$ cat config.mk
export PLATFORM = sky130hd
export DESIGN_NAME = lsr_line_gen
export DESIGN_NICKNAME = d
export VERILOG_FILES = /design/src/rtl/lsr_line_gen.sv
export SDC_FILE = /design/constraint.sdc
export NUM_CORES = 1
export LEC_CHECK = 0
export CORE_UTILIZATION = 51
export CTS_CLUSTER_DIAMETER = 50
export CTS_CLUSTER_SIZE = 24
export DETAILED_ROUTE_END_ITERATION = 6
export PLACE_DENSITY_LB_ADDON = 0.08
export REMOVE_ABC_BUFFERS = 1
export SLEW_MARGIN = 30
export SYNTH_ARGS = -nofsm -noshare
export SYNTH_HDL_FRONTEND = slang
export SYNTH_SLANG_ARGS = --single-unit
$ cat constraint.sdc
create_clock -name clk -period 3.1 [get_ports clk]
set_clock_uncertainty 0.15 [all_clocks]
set_input_delay 0.93 -clock clk [delete_from_list [all_inputs] [get_ports clk]]
set_output_delay 0.93 -clock clk [all_outputs]
set_load 0.05 [all_outputs]
$ cat src/rtl/lsr_line_gen.sv
// Line generator: streams y[i] = b + m*i for i = 0..DATA_SIZE-1 over valid/ready, one add per sample.
// Optional clamping of out_data to the signed WIDTH range is enabled by defining LSR_SAT_EN.
module lsr_line_gen #(
  parameter int unsigned DATA_SIZE = 16,
  parameter int unsigned WIDTH     = 16,
  parameter int unsigned ACC_W     = 32
) (
  input  logic                    clk,
  input  logic                    rst_n,
  input  logic                    start_i,
  input  logic signed [WIDTH-1:0] m_i,
  input  logic signed [WIDTH-1:0] b_i,
  input  logic                    out_ready_i,
  output logic                    out_valid_o,
  output logic signed [WIDTH-1:0] out_data_o,
  output logic [15:0]             out_idx_o,
  output logic                    out_last_o,
  output logic                    out_sat_o,
  output logic                    busy_o,
  output logic                    done_o
);

  localparam logic [15:0] LastIdx = 16'(DATA_SIZE - 1);

  typedef enum logic [0:0] {StIdle, StRun} state_e;

  state_e                  state_q, state_d;
  logic signed [ACC_W-1:0] acc_q, acc_d;
  logic [15:0]             idx_q, idx_d;
  logic signed [WIDTH-1:0] m_q, m_d;
  logic                    done_q, done_d;
  logic                    is_last;
  logic                    run;

  assign is_last = (idx_q == LastIdx);
  assign run     = (state_q == StRun);

  always_ff @(posedge clk or negedge rst_n) begin
    if (!rst_n) begin
      state_q <= StIdle;
      acc_q   <= '0;
      idx_q   <= '0;
      m_q     <= '0;
      done_q  <= 1'b0;
    end else begin
      state_q <= state_d;
      acc_q   <= acc_d;
      idx_q   <= idx_d;
      m_q     <= m_d;
      done_q  <= done_d;
    end
  end

  always_comb begin
    state_d = state_q;
    acc_d   = acc_q;
    idx_d   = idx_q;
    m_d     = m_q;
    done_d  = 1'b0;
    unique case (state_q)
      StIdle: begin
        if (start_i) begin
          state_d = StRun;
          m_d     = m_i;
          acc_d   = {{(ACC_W-WIDTH){b_i[WIDTH-1]}}, b_i};
          idx_d   = '0;
        end
      end
      StRun: begin
        if (out_ready_i) begin
          if (is_last) begin
            state_d = StIdle;
            done_d  = 1'b1;
          end else begin
            acc_d = acc_q + {{(ACC_W-WIDTH){m_q[WIDTH-1]}}, m_q};
            idx_d = idx_q + 16'd1;
          end
        end
      end
      default: state_d = StIdle;
    endcase
  end

`ifdef LSR_SAT_EN
  // acc fits in WIDTH bits iff its top ACC_W-WIDTH+1 bits are all equal.
  logic [ACC_W-WIDTH:0] acc_top;
  logic                 in_range;
  assign acc_top  = acc_q[ACC_W-1:WIDTH-1];
  assign in_range = (&acc_top) | ~(|acc_top);
`endif

  always_comb begin
    out_valid_o = run;
    busy_o      = run;
    done_o      = done_q;
    out_idx_o   = '0;
    out_last_o  = 1'b0;
    out_data_o  = '0;
    out_sat_o   = 1'b0;
    if (run) begin
      out_idx_o  = idx_q;
      out_last_o = is_last;
`ifdef LSR_SAT_EN
      if (in_range) begin
        out_data_o = acc_q[WIDTH-1:0];
      end else begin
        out_sat_o  = 1'b1;
        out_data_o = acc_q[ACC_W-1] ? {1'b1, {(WIDTH-1){1'b0}}} : {1'b0, {(WIDTH-1){1'b1}}};
      end
`else
      out_data_o = acc_q[WIDTH-1:0];
`endif
    end
  end

endmodule

==> reports/metrics.yaml <==
global_route:
  grt_pass1_wl_microns: 12000
  grt_max_degree: 63
  overflow: 0
  grt_usage_pct: 23.7
  antenna_found_initial: 0
  grt_pass1_vias: 2613
cells_and_area:
  fin_nets: 467
  diodes: 0
  layout-drive-gt1-share_pct: 18.6
  num-fill-cells: 450
  syn2layout_area_growth_pct: 38.6
detailed_routing:
  drc_errors: 0
  ant_nets: 0
  vias: 2712
  dr.pass1.iters: 4
  wire_per_inst_microns: 14.9
  routed_wl_microns: 7280
  post_drt_via_cell_ratio: 5.53
  first_iter_violations: 88
die:
  die_x_microns: 81.5
  io_pins: 73
  core.rowCount: 28
  dieArea_sq_um: 6650
  fp.dieH_microns: 81.5
  core_sq_um: 6030
  start_util_pct: 53.6
worst_setup_path:
  crit_top_cell: "nor4_2"
  crit_fanout: 5
  worstPathRequired_ps: 2020
  path_cells: "nor4_2, nand2_1, nor4_2, buf_4, buf_12"
  slowest_delay_ps: 440
  critical_path.slowest_cell: "dfrtp_1"
  cp.arrival_ps: 1850
  critPathLaunch: "idx_q[10]"
  criticalPathCategory: "flip-flop to primary output"
  r2r-start: "idx_q[6]"
  end_kind: "primary output"
  ff2ff_path_depth: 6
  critPathLaunchType: "flip-flop"
outcome:
  status: "complete, no violations"
sta:
  max_slew_margin_pct: 59.7
  rsz0062_at_grt: "false"
  post-route-period-util_pct: 94.5
  min_period_ps: 2930
  fmax_ghz: 0.341
  worst_slew_pin_slew_ps: 604
  hold_viol_final: 0
  fin_tns_setup_ps: 0
  setup-violations-final: 0
  slew_viol_final: 0
yosys:
  yosys_warnings: 0
  synth.avg_cell_area_sq_um: 9.35
  synth-edff-count: 0
  ys_async_sr_fraction_pct: 100
  synth_flop_cell: "dfrtp_1"
  ys_ff_latch: 50
  ys_types: 48
  synth-seq-area-share_pct: 38.8
  netlist_instances: 345
  synth_area_sq_um: 3230
power:
  p_leak_nw: 2.00
  p_int_w: 0.00267
  power_density_nw_per_um2: 1080
  power.total_w: 0.00485
  swShare_pct: 45.0
  comb_power_share_pct: 66.8
  ir_drop_v: 0.000869
  power_frac_seq_pct: 23.1
  clkPwrFrac_pct: 10.0
  p_switching_w: 0.00218
worst_hold_path:
  hp-start: "acc_q[11]"
  holdPathStages: 2
  hp-class: "flip-flop to flip-flop"
clock_network:
  cts_root_buf: "clkbuf_8"
  h-tree-depth: 2
  ctsHoldBuffers: 0
  clkLatencyLatePin_ps: 320
  cts.sinks: 50
  clock_path_buffers: 2
  tritoncts: "done"
  numCtsBuffers: 5
  clkTransAtPathRegs_ps: 100
placed_design:
  dp_hpwl_microns: 5250
  gp_congestion: 0.848
  numPortBuffers: 71
flow_run:
  maxCapViolCount: 0
-- flip-flops by register name, indices dropped and copies added, names as in the netlist --
name / count
m_q: 16
idx_q: 16
done_o: 1
acc_q: 16
busy_o: 1
-- power groups by stage --
stage	Sequential [W]	Clock, W	Combinational (W)
after detailed placement	0.00113	0	0.00322
after global routing	0.00116	0.000528	0.00351
final	0.00112	0.000486	0.00324
after CTS	0.00112	0.000501	0.00324
after global placement	0.00112	0	0.00314
after floorplan	0.00109	0	0.00216
-- layout make-up --
| cell class | count | area (sq um) | area share [%] |
|---|---|---|---|
| Timing Repair Buffer | 78 | 1100 | 24.5 |
| Clock inverter | 3 | 47.5 | 1.06 |
| Tap cell | 75 | 93.8 | 2.10 |
| Multi-Input combinational cell | 273 | 1890 | 42.3 |
| Inverter | 6 | 22.5 | 0.504 |
| Sequential cell | 50 | 1250 | 28.0 |
| Clock buffer | 5 | 68.8 | 1.54 |
-- worst max-delay path: cells and delay by family, from the launching register on --
kind,cells,cell delay (ps)
flops,1,440
buf+inv,2,310
simple gates,3,790
-- Yosys cell counts (11+ instances only) --
cell / number / area [sq um]
dfrtp_1: 50 / 1250
and2_1: 34 / 213
nand2_1: 32 / 120
o21ai_0: 25 / 125
nor2_1: 22 / 82.6
ha_1: 16 / 200
mux2_2: 16 / 180
a21oi_1: 15 / 75.1
xnor2_1: 15 / 131
nand3_1: 12 / 60.1
clkbuf_1: 11 / 41.3
mux2i_1: 11 / 110
-- final timing paths --
path                            slack [ps]    endpoint
worst max-delay path                   170  out_last_o
worst max register to register         510   acc_q[15]
max in group asynchronous             1790    idx_q[7]
min in group asynchronous              470   acc_q[11]
worst min register to register         370   acc_q[11]
worst min-delay path                   370   acc_q[11]
-- through the flow --
stage	cell area, sq um	hold slack [ps]	setup WS, ps	util (%)	cells
3_3_place_gp	4340	337	308	72.1	482
2_1_floorplan	3150	320	-1870	-	329
6_report	4470	370	170	74.2	490
5_1_grt	4470	391	7.61	74.2	490
3_5_place_dp	4340	352	217	72.1	482
4_1_cts	4460	374	36.3	74.0	490
-- cells in the final DEF (no fill, tap or decap), types with 2 or more instances in the layout --
| cell type | n |
|---|---|
| or3_1 | 2 |
| o211ai_1 | 4 |
| o21ai_0 | 25 |
| nand2b_1 | 2 |
| nand3_1 | 12 |
| a31oi_1 | 5 |
| nand4_1 | 4 |
| xnor2_1 | 15 |
| mux2i_1 | 11 |
| nor4_1 | 8 |
| xor2_1 | 7 |
| and2_1 | 34 |
| nand2_1 | 32 |
| and4_1 | 2 |
| dfrtp_1 | 49 |
| clkdlybuf4s50_1 | 35 |
| nor4_2 | 3 |
| mux2_2 | 16 |
| clkbuf_8 | 5 |
| and3_1 | 2 |
| nor3b_1 | 5 |
| inv_6 | 2 |
| a21oi_1 | 15 |
| buf_4 | 8 |
| ha_1 | 16 |
| a211oi_1 | 3 |
| nor2_1 | 22 |
| a21o_1 | 6 |
| buf_12 | 34 |
| nor2b_1 | 2 |
| nor3_1 | 2 |
| inv_1 | 6 |
-- cells by family (layout without fill, tap and decap cells) --
logic type	count (synthesis)	after routing	synth area share, %
AOI/OAI and AO/OA	68	68	13.2
buffers and inverters	22	92	3.10
adders and majority gates	17	17	6.82
DFF	50	50	38.8
xor gates and xnor gates	22	22	5.97
and+or+nand+nor	138	138	23.0
other	1	1	0.116
muxes	27	27	9.00
-- per-layer routing --
metal  vias to the layer above  global-route usage (%)  part of all wire (%)
met1                      1264                    30.3                    47
met2                        74                    39.7                    47
met4                         0                    8.93                   1.7
li1                       1360                       -                     -
met5                         -                       0                     0
met3                        14                    4.44                   5.0
-- repair_timing --
action | in CTS | in global routing
setup buffers | 0 | 0
resized for setup | 0 | 2
endpoints found under the setup margin | 0 | 1
Power figures use the tool's default switching activity.
